===== config.mk =====
export PLATFORM = sky130hd
export DESIGN_NAME = spi_mem_fsm_flat
export DESIGN_NICKNAME = d
export VERILOG_FILES = /design/src/rtl/spi_mem_fsm_if.sv /design/src/rtl/spi_mem_fsm.sv /design/src/flat_wrapper.sv
export SDC_FILE = /design/constraint.sdc
export NUM_CORES = 1
export LEC_CHECK = 0
export ABC_AREA = 1
export BUFFER_PORTS_ARGS = -buffer_cell sky130_fd_sc_hd__buf_2
export CORE_AREA = 3 3 40 42
export DETAILED_ROUTE_END_ITERATION = 7
export DIE_AREA = 0 0 43 45
export GPL_ROUTABILITY_DRIVEN = 0
export PLACE_DENSITY = 0.61
export SYNTH_ARGS = -nofsm -noshare
export SYNTH_HDL_FRONTEND = slang
export SYNTH_SLANG_ARGS = --single-unit
export TNS_END_PERCENT = 50

===== constraint.sdc =====
create_clock -name clk -period 1.9 [get_ports clk]
set_input_delay 0.095 -clock clk [delete_from_list [all_inputs] [get_ports clk]]
set_output_delay 0.095 -clock clk [all_outputs]
set_load 0.05 [all_outputs]

===== src/rtl/spi_mem_fsm_if.sv =====
// SPI memory control bundle: conditioned SPI events in, datapath enables out.
// Latency: none, wires only.
// Backpressure: none; the FSM samples the events every clk cycle.
interface spi_mem_fsm_if;
  logic       cs_n;
  logic       sclk_pos;
  logic       sclk_neg;
  logic       rw_bit;
  logic       addr_we;
  logic       sr_we;
  logic       dm_we;
  logic       miso_buff_en;
  logic [2:0] state_dbg;

  // Event source side: input conditioners and shift register.
  modport master (
    output cs_n, sclk_pos, sclk_neg, rw_bit,
    input  addr_we, sr_we, dm_we, miso_buff_en, state_dbg
  );

  // Control FSM side.
  modport slave (
    input  cs_n, sclk_pos, sclk_neg, rw_bit,
    output addr_we, sr_we, dm_we, miso_buff_en, state_dbg
  );
endinterface


===== src/rtl/spi_mem_fsm.sv =====
// Control FSM for the SPI memory: sequences address latch, shift register, memory and MISO.
// Latency: Moore outputs, 1 cycle from the deciding input event to the enable.
// Backpressure: none; SCLK edge pulses are counted in the cycle they arrive.
module spi_mem_fsm #(
  parameter int ADDR_BITS = 7,
  parameter int DATA_BITS = 8
) (
  input  logic              clk,
  input  logic              rst_n,
  spi_mem_fsm_if.slave      bus
);

  // The counter must reach the longer of the address phase (address + R/W bit) and the data phase.
  localparam int MAX_BITS = ((ADDR_BITS + 1) > DATA_BITS) ? (ADDR_BITS + 1) : DATA_BITS;
  localparam int CNT_W    = $clog2(MAX_BITS + 1);

  // The last counting edge of a phase is the one seen while the counter holds (phase length - 1).
  localparam logic [CNT_W-1:0] ADDR_LAST = CNT_W'(ADDR_BITS);
  localparam logic [CNT_W-1:0] DATA_LAST = CNT_W'(DATA_BITS - 1);

  typedef enum logic [2:0] {
    IDLE        = 3'd0,
    GET_ADDR    = 3'd1,
    GOT_ADDR    = 3'd2,
    READ_LOAD   = 3'd3,
    READ_SHIFT  = 3'd4,
    WRITE_SHIFT = 3'd5,
    WRITE_MEM   = 3'd6,
    DONE        = 3'd7
  } state_t;

  state_t           state_q, state_d;
  logic [CNT_W-1:0] cnt_q, cnt_d;

  // State and bit counter registers.
  always_ff @(posedge clk or negedge rst_n) begin
    if (!rst_n) begin
      state_q <= IDLE;
      cnt_q   <= '0;
    end else begin
      state_q <= state_d;
      cnt_q   <= cnt_d;
    end
  end

  // Next-state and counter update; chip-select release overrides everything.
  always_comb begin
    state_d = state_q;
    cnt_d   = cnt_q;
    if (bus.cs_n) begin
      state_d = IDLE;
    end else begin
      unique case (state_q)
        IDLE: state_d = GET_ADDR;
        GET_ADDR: begin
          if (bus.sclk_pos) begin
            if (cnt_q == ADDR_LAST) state_d = GOT_ADDR;
            else                    cnt_d   = cnt_q + CNT_W'(1);
          end
        end
        GOT_ADDR:  state_d = bus.rw_bit ? READ_LOAD : WRITE_SHIFT;
        READ_LOAD: state_d = READ_SHIFT;
        READ_SHIFT: begin
          if (bus.sclk_neg) begin
            if (cnt_q == DATA_LAST) state_d = DONE;
            else                    cnt_d   = cnt_q + CNT_W'(1);
          end
        end
        WRITE_SHIFT: begin
          if (bus.sclk_pos) begin
            if (cnt_q == DATA_LAST) state_d = WRITE_MEM;
            else                    cnt_d   = cnt_q + CNT_W'(1);
          end
        end
        WRITE_MEM: state_d = DONE;
        DONE:      state_d = DONE;
        default:   state_d = IDLE;
      endcase
    end
    // Every phase starts counting from zero.
    if (state_d != state_q) cnt_d = '0;
  end

  // Moore output decode of the registered state.
  always_comb begin
    bus.addr_we      = 1'b0;
    bus.sr_we        = 1'b0;
    bus.dm_we        = 1'b0;
    bus.miso_buff_en = 1'b0;
    bus.state_dbg    = state_q;
    unique case (state_q)
      GOT_ADDR:   bus.addr_we      = 1'b1;
      READ_LOAD:  bus.sr_we        = 1'b1;
      WRITE_MEM:  bus.dm_we        = 1'b1;
      READ_SHIFT: bus.miso_buff_en = 1'b1;
      default:    ;
    endcase
  end

endmodule


===== src/flat_wrapper.sv =====
// flat-port wrapper written by rule: the top's interface ports become plain ports
module spi_mem_fsm_flat 
#(
  parameter int ADDR_BITS = 7,
  parameter int DATA_BITS = 8
)
  (clk, rst_n, bus_cs_n, bus_sclk_pos, bus_sclk_neg, bus_rw_bit, bus_addr_we, bus_sr_we, bus_dm_we, bus_miso_buff_en, bus_state_dbg);
  spi_mem_fsm_if bus_i ();
  input  logic clk;
  input  logic rst_n;
  input wire logic [$bits(bus_i.cs_n)-1:0] bus_cs_n;
  input wire logic [$bits(bus_i.sclk_pos)-1:0] bus_sclk_pos;
  input wire logic [$bits(bus_i.sclk_neg)-1:0] bus_sclk_neg;
  input wire logic [$bits(bus_i.rw_bit)-1:0] bus_rw_bit;
  output wire logic [$bits(bus_i.addr_we)-1:0] bus_addr_we;
  output wire logic [$bits(bus_i.sr_we)-1:0] bus_sr_we;
  output wire logic [$bits(bus_i.dm_we)-1:0] bus_dm_we;
  output wire logic [$bits(bus_i.miso_buff_en)-1:0] bus_miso_buff_en;
  output wire logic [$bits(bus_i.state_dbg)-1:0] bus_state_dbg;
  assign bus_i.cs_n = bus_cs_n;
  assign bus_i.sclk_pos = bus_sclk_pos;
  assign bus_i.sclk_neg = bus_sclk_neg;
  assign bus_i.rw_bit = bus_rw_bit;
  assign bus_addr_we = bus_i.addr_we;
  assign bus_sr_we = bus_i.sr_we;
  assign bus_dm_we = bus_i.dm_we;
  assign bus_miso_buff_en = bus_i.miso_buff_en;
  assign bus_state_dbg = bus_i.state_dbg;
  spi_mem_fsm #(.ADDR_BITS(ADDR_BITS), .DATA_BITS(DATA_BITS)) u_core (.clk(clk), .rst_n(rst_n), .bus(bus_i));
endmodule

==> impl_results.md <==
- Area growth from synthesis to layout: 24.1%
- Most Crowded Layer GR: met2
- Top post-synthesis cells by area: dfrtp_1 (34%), nand2_1 (16%), nand3_2 (7.9%), inv_1 (6.7%), nand3_1 (5.9%)
- FFs w/ async S/R, synth: 100%
- Critical Path Sink: u_core.cnt_q[3]
- Nets: 95
- Syn Inst Count: 71
- Hold Crit Depth: 4
- Placed inst area: 594 um^2
- Hpwl dp: 832 um
- WS Path Type: flip-flop to flip-flop
- DR DRC count: 0
- Crit path required time: 2.08 ns
- Post-Syn Area: 508 um^2
- Final period utilization: 79.8%
- Worst r2r dst: u_core.cnt_q[3]
- Combinational power share: 16.1%
- Grt met3 use: 3.59%
- Seq pwr share: 45.7%
- Worst Skew: 0.00450 ns
- Psw: 96.1 uW
- TritonCTS Sinks: 7
- Post-synth top area cell: dfrtp_1
- Clock power frac: 38.3%
- Post-route minimum period: 1.52 ns
- Global route total overflow: 0
- Clock Path Buffers: 2
- Worst reg2reg path startpoint: u_core.cnt_q[0]
- Clock root cell: clkbuf_4
- Pwr per Cell Area: 554 nW/um^2
- Sequential area share after synthesis: 34.5%
- Pin count of the biggest net entering global routing: 10
- Worst slew pin tran: 0.308 ns
- IO Pins: 13
- Design Area, Final: 631 um^2
- Worst reg-to-reg setup slack: 0.38 ns
- YS warnings: 0
- N_diodes: 0
- Skew-Pair Late Insertion Delay: 0.25 ns
- Cell row count: 13
- Worst Setup SP: u_core.cnt_q[0]
- Sw Ratio: 27.5%
- Worst hold path class: input port to flip-flop
- Mapped Nets: 78
- Wire per inst: 10.2 um
- Met2 Use GR: 18.0%
- Int Pwr: 253 uW
- Port Buffer Count: 12
- Proportion of layout cells with a drive suffix above 1: 33.3%
- Static leakage: 0.000358 uW
- Worst EP arrival: 1.70 ns
- Fillers: 138
- Core ar.: 1280 um^2
- EDFF count, synth: 0
- Avg Inst Size Synth: 7.15 um^2
- Post-DRT Antenna Nets: 0
- Reg2reg path depth: 9
- All-Layer GR Usage: 12.3%
- CTS tree: done
- WL final: 1040 um
- CTS buffer count: 3
- Clock-pin slew on the worst setup and hold paths: 0.05 ns
- Setup TNS: 0 ns
- RSZ-0062 raised after global routing: false
- H-tree depth: 1
- First-pass detailed-route iteration total: 4
- Fin. Hold Viols: 0
- Maxcap violations: 0
- Final Max Tran Viols: 0
- Crit end category: flip-flop
- Startpoint types: flip-flop
- Slew headroom: 79.4%
- Worst IR Drop VDD: 333 uV
- #FFs+latches synth: 7
- GRT met1 Usage: 17.0%
- Chip Width: 43 um
- Status: completed
- Die outline height: 45 um
- Initial Util: 39.5%
- Number of global-route vias before repair: 408
- Fmax achieved: 659 MHz
- Detail-routed via count per cell: 4.46
- Initial antenna violation count: 0
- Maximum fanout along the worst path: 4
- Count of cell types in the netlist: 17
- Post-synth top cells: nand2_1 (22), inv_1 (9), dfrtp_1 (7)
- Finish-stage setup viols: 0
- First-pass GRT wire length: 1750 um
- Synth Flop Type: dfrtp_1
- 1st-iter DRT viols: 6
- Yosys top cell area share: 34.5%
- Die ar.: 1940 um^2
- Via count: 455
- Top-count cell post-synth: nand2_1
==> layout by cell type, fill, tap and decap left out <==
cell type      count
ha_1               1
nor3_2             2
dfrtp_1            7
o21ai_0            1
inv_1              9
clkbuf_4           3
xor2_1             2
dlygate4sd3_1      1
nand3_2            4
a21oi_1            1
nand2_2            3
clkbuf_1           1
nand3_1            6
nor2_2             1
inv_2              1
xnor2_1            1
nor2_4             3
nor2_1             6
buf_2             12
nand2_1           22
==> how the worst min path moves through the flow <==
stage / startpoint / to / slack [ns]
after floorplan: rst_n / u_core.bus.state_dbg[0] / -0.20
after global placement: rst_n / u_core.bus.state_dbg[2] / -0.07
after detailed placement: rst_n / u_core.bus.state_dbg[2] / -0.06
after CTS: bus_rw_bit / u_core.bus.state_dbg[2] / 0.16
after global routing: bus_rw_bit / u_core.bus.state_dbg[2] / 0.21
final: bus_rw_bit / u_core.bus.state_dbg[2] / 0.17
==> power groups by stage <==
| stage | Clock [uW] | Combinational, uW | Sequential (uW) |
|---|---|---|---|
| 2_1_floorplan | 0 | 33.0 | 167 |
| 3_5_place_dp | 0 | 55.3 | 162 |
| 5_1_grt | 150 | 63.4 | 160 |
| 3_3_place_gp | 0 | 55.0 | 161 |
| 4_1_cts | 141 | 57.1 | 159 |
| 6_report | 134 | 56.1 | 160 |
==> metrics by stage <==
step	util, %	setup WS [ns]	hold slack (ns)	std cells	total power (uW)
6_report	49.1	0.383	0.170	102	349
2_1_floorplan	-	0.0588	-0.201	71	200
3_5_place_dp	46.3	0.391	-0.0589	97	217
4_1_cts	49.1	0.376	0.159	102	357
5_1_grt	49.1	0.269	0.208	102	374
3_3_place_gp	46.3	0.412	-0.0651	97	216
==> flip-flops by register name, summed over array words and instances (netlist names) <==
name / flops
u_core.bus.state_dbg: 3
u_core.cnt_q: 4
==> cell families after synthesis <==
group | share of synthesized area [%]
DFF | 34.5
adders and majority gates | 2.46
AOI/OAI and AO/OA | 1.97
buffers and inverters | 8.87
and+or+nand+nor | 47.0
xor gates and xnor gates | 5.17
==> worst max-delay path, stage by stage, from the launching register on <==
cell     delay, ns
dfrtp_1       0.42
ha_1          0.22
nand2_1       0.11
nor2_4        0.05
inv_1         0.05
nand3_1       0.11
nor2_4        0.16
nand3_2       0.08
xor2_1        0.14
nor2_1        0.10
==> metal layers <==
| metal | wire, um | share of wire, % | vias to the layer above |
|---|---|---|---|
| li1 | - | - | 250 |
| met1 | 531 | 51 | 195 |
| met2 | 452 | 44 | 10 |
| met3 | 53 | 5.1 | 0 |
| met4 | 0 | 0 | 0 |
| met5 | 0 | 0 | - |
==> repair_timing <==
action,4_1_cts,5_1_grt
hold endpoints to repair,7,0
setup endpoints to repair,0,0
setup buffers,0,0
resized for setup,0,0
hold buffers,1,0
==> layout make-up <==
class	count	area (um^2)	share of cell area [%]
Multi-Input combinational cell	53	303	48.0
Clock buffer	4	26.3	4.17
Sequential cell	7	175	27.8
Inverter	10	37.5	5.95
Tap cell	15	18.8	2.98
Timing Repair Buffer	13	70.1	11.1
No activity file was read; power rests on OpenSTA's default activity.
